<file path="config.mk">
export PLATFORM = sky130hd
export DESIGN_NAME = lcd_st_timing_adapter
export DESIGN_NICKNAME = d
export VERILOG_FILES = /design/src/rtl/lcd_st_timing_adapter.sv
export SDC_FILE = /design/constraint.sdc
export NUM_CORES = 1
export LEC_CHECK = 0
export CORE_MARGIN = 5
export CORE_UTILIZATION = 47
export DETAILED_ROUTE_END_ITERATION = 10
export HOLD_SLACK_MARGIN = 0.12
export PLACE_DENSITY = 0.82
export SLEW_MARGIN = 20
export SYNTH_ARGS = -nofsm -noshare
export SYNTH_HDL_FRONTEND = slang
export SYNTH_SLANG_ARGS = --single-unit
</file>
<file path="constraint.sdc">
create_clock -name clk -period 2.4 [get_ports clk]
set_clock_uncertainty 0.05 [all_clocks]
set_input_delay 0.36 -clock clk [delete_from_list [all_inputs] [get_ports clk]]
set_output_delay 0.36 -clock clk [all_outputs]
set_load 0.05 [all_outputs]
</file>
<file path="src/rtl/lcd_st_timing_adapter.sv">
// Avalon-ST timing adapter: upstream with ready latency IN_READY_LATENCY to a
// downstream ready-latency-0 interface through a credit-controlled show-ahead FIFO.
// Optional build macro LCD_ST_TIMING_ADAPTER_OVF_EN adds sticky overflow and a
// saturating dropped-beat counter.
module lcd_st_timing_adapter #(
  parameter int unsigned DATA_W           = 8,
  parameter int unsigned IN_READY_LATENCY = 0,
  parameter int unsigned FIFO_DEPTH       = 4
) (
  input  logic                          clk,
  input  logic                          reset_n,
  input  logic                          in_valid,
  input  logic [DATA_W-1:0]             in_data,
  output logic                          in_ready,
  output logic                          out_valid,
  output logic [DATA_W-1:0]             out_data,
  input  logic                          out_ready,
  output logic [$clog2(FIFO_DEPTH):0]   fill_level
`ifdef LCD_ST_TIMING_ADAPTER_OVF_EN
  ,
  output logic                          overflow,
  output logic [7:0]                    drop_count
`endif
);

  localparam int unsigned AW = $clog2(FIFO_DEPTH);
  localparam int unsigned CW = AW + 1;

  if ((FIFO_DEPTH < IN_READY_LATENCY + 2) || ((FIFO_DEPTH & (FIFO_DEPTH - 1)) != 0) ||
      (IN_READY_LATENCY > 4) || (DATA_W < 1) || (DATA_W > 64)) begin : g_param_check
    $error("lcd_st_timing_adapter: illegal parameter combination");
  end

  logic [DATA_W-1:0] mem [FIFO_DEPTH];
  logic [AW-1:0]     wr_ptr_q, wr_ptr_d;
  logic [AW-1:0]     rd_ptr_q, rd_ptr_d;
  logic [CW-1:0]     count_q, count_d;
  logic              in_ready_q, in_ready_d;
  logic              push, pop, full, drop;
  logic [CW-1:0]     space_d;

  // Handshake decode, occupancy update and credit computation.
  always_comb begin
    full     = (count_q == CW'(FIFO_DEPTH));
    pop      = (count_q != '0) && out_ready;
    // A full FIFO still accepts a beat if a slot frees up in the same cycle.
    push     = in_valid && (!full || pop);
    drop     = in_valid && full && !pop;
    wr_ptr_d = push ? wr_ptr_q + AW'(1) : wr_ptr_q;
    rd_ptr_d = pop  ? rd_ptr_q + AW'(1) : rd_ptr_q;
    count_d  = count_q + {{AW{1'b0}}, push} - {{AW{1'b0}}, pop};
    space_d  = CW'(FIFO_DEPTH) - count_d;
    // Leave room for the beats already in flight on the latency pipe.
    in_ready_d = (space_d >= CW'(IN_READY_LATENCY + 2));
  end

  // Pointer, occupancy and credit registers.
  always_ff @(posedge clk) begin
    if (!reset_n) begin
      wr_ptr_q   <= '0;
      rd_ptr_q   <= '0;
      count_q    <= '0;
      in_ready_q <= 1'b0;
    end else begin
      wr_ptr_q   <= wr_ptr_d;
      rd_ptr_q   <= rd_ptr_d;
      count_q    <= count_d;
      in_ready_q <= in_ready_d;
    end
  end

  // Payload storage; contents are not cleared by reset.
  always_ff @(posedge clk) begin
    if (reset_n && push) begin
      mem[wr_ptr_q] <= in_data;
    end
  end

  // Show-ahead outputs straight from registered state.
  always_comb begin
    out_valid  = (count_q != '0);
    out_data   = mem[rd_ptr_q];
    fill_level = count_q;
    in_ready   = in_ready_q;
  end

`ifdef LCD_ST_TIMING_ADAPTER_OVF_EN
  logic       overflow_q;
  logic [7:0] drop_count_q;

  // Sticky overflow flag and saturating drop counter.
  always_ff @(posedge clk) begin
    if (!reset_n) begin
      overflow_q   <= 1'b0;
      drop_count_q <= '0;
    end else if (drop) begin
      overflow_q <= 1'b1;
      if (drop_count_q != 8'hFF) begin
        drop_count_q <= drop_count_q + 8'd1;
      end
    end
  end

  assign overflow   = overflow_q;
  assign drop_count = drop_count_q;
`else
  logic unused_drop;
  assign unused_drop = drop;
`endif

endmodule
</file>
Yosys cells after proc, flatten, opt, wreduce, memory -nomap -nowiden

Memories as Yosys holds them, arrays and structs flattened. A register that Yosys moved wholly into a read port is not among the register bits.
Cells that the tools add are included.

Bits in registers: 8
RAM bits: 32
Input bits: 12
Output and inout port bits: 13
Logic and storage cells: 22
Memories: 1

Memories:

| memory | words | width | rd ports | clocked after memory_dff | wr ports | line | text |
|---|---|---|---|---|---|---|---|
| mem    | 4     | 8     | 1        | 1                        | 1        | 34   | `logic [DATA_W-1:0] mem [FIFO_DEPTH];` |

Add/subtract/negate cells: 5
Magnitude comparators: 1
Equal/unequal tests: 1
Muxes and demuxes: 4
Reduce and logical (&&, ||, !) cells: 6

Operators with widths:

| operator            | number |
|---|---|
| $add 2x1->2 const B | 2 |
| $mux 2              | 2 |
| $add 3x1->3         | 1 |
| $eq 3x3->1 const B  | 1 |
| $ge 3x2->1 const B  | 1 |
| $logic_and 1x1->1   | 3 |
| $reduce_bool 3->1   | 1 |
| $sub 3x1->3         | 1 |
| $sub 3x3->3 const A | 1 |
| $mux 1              | 2 |
| $logic_not 1->1     | 1 |
| $logic_or 1x1->1    | 1 |

Longest topological paths before layout

Depth in word-level cells: 8
Gate-level depth with buffers: 9
Depth with buffers taken out: 9

Worst setup path after synthesis

OpenSTA, ideal clock, no wires.

Kind: register to register
Start point: register count_q[2], in the netlist fill_level[2]
End point: register in_ready_q, in the netlist in_ready
Setup time: 0.120 ns
Arrival time: 2.753 ns
Data required time: 2.230 ns
Path slack: -0.523 ns
Stages on the path, launching flop included: 10
Path buffers: 0
Period minus slack after synthesis: 2.923 ns
Cell sequence: dfxtp_1 > nor4b_2 > nor2_1 > a21o_1 > ha_1 > inv_1 > fa_1 > ha_1 > xnor3_1 > o31a_1

Word-level cells in the longest chain between the ends: 8
Elaborated cells between the ends (all ways): 10
Those cells by class: add/sub (3); order compare (1); eq/ne (1); reduce/logical (5)

RTL lines:

| what                                                 | line   | text |
|---|---|---|
| from (decl)                                          | 37     | `logic [CW-1:0] count_q, count_d;` |
| from (signal assigned)                               | 67     | `count_q <= count_d;` |
| $eq 3x3->1 or $reduce_bool 3->1 (tied branches)      | 44, 45 |  |
| $logic_not 1->1 or $logic_and 1x1->1 (tied branches) | 47, 45 |  |
| $logic_or 1x1->1                                     | 47     | `push = in_valid && (!full \|\| pop);` |
| $logic_and 1x1->1                                    | 47     |  |
| $add 3x1->3                                          | 51     | `count_d = count_q + {{AW{1'b0}}, push} - {{AW{1'b0}}, pop};` |
| $sub 3x1->3 *                                        | 51     |  |
| $sub 3x3->3 *                                        | 52     | `space_d = CW'(FIFO_DEPTH) - count_d;` |
| $ge 3x2->1 *                                         | 54     | `in_ready_d = (space_d >= CW'(IN_READY_LATENCY + 2));` |
| to (signal assigned)                                 | 68     | `in_ready_q <= in_ready_d;` |
| to (decl)                                            | 38     | `logic in_ready_q, in_ready_d;` |

Mark *: on every way between the ends. The rest lies on a longest branch, timed or not.
A chain may end at the register's enable or synchronous reset.

Worst setup path in the final report

Start point: register count_q[1], in the netlist fill_level[1]
End point: register in_ready_q, in the netlist in_ready

Same word-level chain as after synthesis.

==> results.toml <==
[worst_hold_path]
min_path_cells = 2
hp-start = "wr_ptr_q[0]"
min_path_type = "reg2reg"
hold_path_end = "wr_ptr_q[0]"

[die]
die_width_um = 70.02
start_util_pct = 49.56
die_area_um2 = 4902
row_count = 21
ios = 25
core_um2 = 3416
chipHeight_um = 70.02

[power_and_ir_drop]
combPwrFrac_pct = 48.7
p_sw_mw = 0.9657
power_frac_seq_pct = 39.0
p_clk_share_pct = 12.4
p_leak_nw = 0.8079
switching_share_pct = 38.10
powerDensity_nw_per_um2 = 1166
intPower_mw = 1.569
ir_drop_v = 0.0008311

[routing]
drt_iter0_drc = 37
detailroute.via_count = 945
viasPerCell = 5.136
dr.pass1.iters = 4
wirelength_um = 3008
post_drt_wl_per_cell_um = 16.35
drc = 0
ant_nets = 0

[setup_path]
cp_data_required_time_ns = 2.59
crit_fanout = 7
cp-start-kind = "flop"
rr_startpoint = "fill_level[1]"
critPathCaptureType = "flop"
cp.arrival_ns = 2.61
r2r-end = "in_ready"
startpoint = "fill_level[1]"
regToRegSetupSlack_ns = -0.02
r2r_cells = 10
worstSetupPathType = "reg2reg"

[global_routing]
grt_max_degree = 14
antenna_found_initial = 0
grt_overflow_total = 0
grt_pass1_vias = 1040
grt_pass1_wl_um = 4905
grt_util_all_layers_pct = 13.50

[finish]
syn_to_final_growth_pct = 28.38
stdcell_area_um2 = 2173
nets = 157
postLayoutCoreUtil_pct = 63.63
diodes = 0
layout-drive-gt1-share_pct = 32.61

[yosys]
synth_area_per_cell_um2 = 17.45
synth_cells = 97
syn-num-nets = 117
yosysWarnings = 0
netlist_area_um2 = 1693
yosysSeqAreaShare_pct = 68.59
ys_seq_elements = 42
ys_types = 24

[status]
violations = "setup timing"
status = "finished with violations"

[sta]
timing.hold.ws_ns = 0.5084
period_needed_ns = 2.422
max_freq_ghz = 0.4129
maxSlewViolCount = 0
setup_ws_ns = -0.02205
relSlewSlack_pct = 63.22
setup_viol = 1
rsz0062_at_grt = "true"
hold_viol_final = 0
fin_crit_sh_pct = 100.9
tightest_slew_ns = 0.5509

[cts]
htreeDepth = 2
clk_pin_slew_ns = 0.11
clock_latency_ns = 0.34
cts_tree = "built"
root_buffer = "clkbuf_4"
cts.path.max_buffers = 2
cts_sinks = 42
cts-buffers-inserted = 5

[placed_design]
portBuffers = 24
dpl_cell_area_um2 = 2088
dp_hpwl_um = 2193
gp_congestion = 0.8013
pre_cts_slack_ns = -0.5684

[job]
max_cap_viol_count = 0
[routing by layer]
metal  vias up  track usage, %  part of all wire, %
met5         -               0                    0
met4         0           8.511                  2.7
met3         8           4.591                  5.2
met2        29           23.92                   54
met1       459           13.35                   38
li1        449               -                    -
[synth_stat cells (all sizes together)]
master  instances  share of area [%]
inv             7                1.6
o21ai           2               0.59
edfxtp         32                 57
dfxtp          10                 12
xnor3           1                1.3
o311ai          1               0.52
a21o            1               0.44
xor2            2                1.0
nand3           2               0.59
ha              7                5.2
fa              1                1.2
nor4b           1               0.89
a21oi           2               0.59
o31a            1               0.52
xnor2           2                1.0
nor2            7                1.6
mux4            8                 11
buf             2               0.52
or3             1               0.37
or4b            1               0.59
o31ai           1               0.44
and2            1               0.37
and3            4                1.5
[per-stage QoR]
| stage | instances | setup TNS (ns) | power [mW] |
|---|---|---|---|
| finish | 184 | -0.02205 | 2.535 |
| global route | 184 | -0.1085 | 2.677 |
| CTS | 184 | -0.01905 | 2.538 |
| detailed placement | 175 | -0.8133 | 2.178 |
| global placement | 175 | -0.6433 | 2.133 |
| floorplan | 97 | 0 | 1.782 |
[sequential cells by signal (all words and copies together), names as in the netlist, named ones only]
name / cells
rd_ptr_q: 2
wr_ptr_q: 2
fill_level: 3
in_ready: 1
mem: 32
[critical path, stage by stage (launching register included)]
cell and delay (ns):
dfxtp_4 0.38, buf_12 0.14, nor4b_4 0.24, nor2_2 0.09
a21o_1 0.17, ha_2 0.17, inv_2 0.05, fa_2 0.46
ha_4 0.18, xnor3_1 0.16, o31a_1 0.24
[cells by family after synthesis]
group,share of synthesized area (%)
AOI/OAI and AO/OA,3.105
adders and majority gates,6.356
DFF,68.59
and+or+nand+nor,5.839
buffers and inverters,2.069
muxes,10.64
xor gates and xnor gates,3.400
[what timing repair did]
action,CTS,global route
gates cloned,0,0
resized for setup,4,3
hold buffers,0,0
buffers inserted,1,0
setup endpoints to repair,1,2
pin swaps,1,0
[cells in the final DEF, fill, tap and decap left out, drive strengths merged]
cell | Yosys | layout
and3 | 4 | 4
edfxtp | 32 | 32
dlymetal6s2s | 0 | 1
nor4b | 1 | 1
dfxtp | 10 | 10
xor2 | 2 | 2
clkinvlp | 0 | 1
dlygate4sd2 | 0 | 1
o311ai | 1 | 1
o31a | 1 | 1
mux4 | 8 | 8
buf | 2 | 19
xnor3 | 1 | 1
nor2 | 7 | 7
clkinv | 0 | 2
nand3 | 2 | 2
or4b | 1 | 1
clkbuf | 0 | 5
a21oi | 2 | 2
clkdlybuf4s50 | 0 | 14
a21o | 1 | 1
inv | 7 | 7
fa | 1 | 1
xnor2 | 2 | 2
and2 | 1 | 1
or3 | 1 | 1
o31ai | 1 | 1
ha | 7 | 7
o21ai | 2 | 2
[power by group through the flow]
| stage | sequential (mW) | clock, mW | combinational, mW |
|---|---|---|---|
| 2_1_floorplan | 1.08 | 0 | 0.705 |
| 6_report | 0.988 | 0.313 | 1.23 |
| 3_3_place_gp | 1.00 | 0 | 1.13 |
| 4_1_cts | 0.995 | 0.333 | 1.21 |
| 5_1_grt | 1.01 | 0.359 | 1.31 |
| 3_5_place_dp | 1.01 | 0 | 1.17 |
[worst max path at each step]
| stage | end | depth (start not counted) |
|---|---|---|
| finish | in_ready | 10 |
| global route | in_ready | 10 |
| CTS | in_ready | 10 |
| detailed placement | in_ready | 10 |
| global placement | in_ready | 10 |
| floorplan | in_ready | 8 |
[final cells by class]
type | instances | area [µm²]
clock buffers | 5 | 37.54
inverters | 7 | 26.28
clock inverters | 3 | 16.27
repair buffers | 35 | 316.6
fillers | 269 | 1242
flip-flops and latches | 42 | 1172
multi-input cells | 46 | 546.8
well taps | 46 | 57.56
No activity file was read; power rests on OpenSTA's default activity.
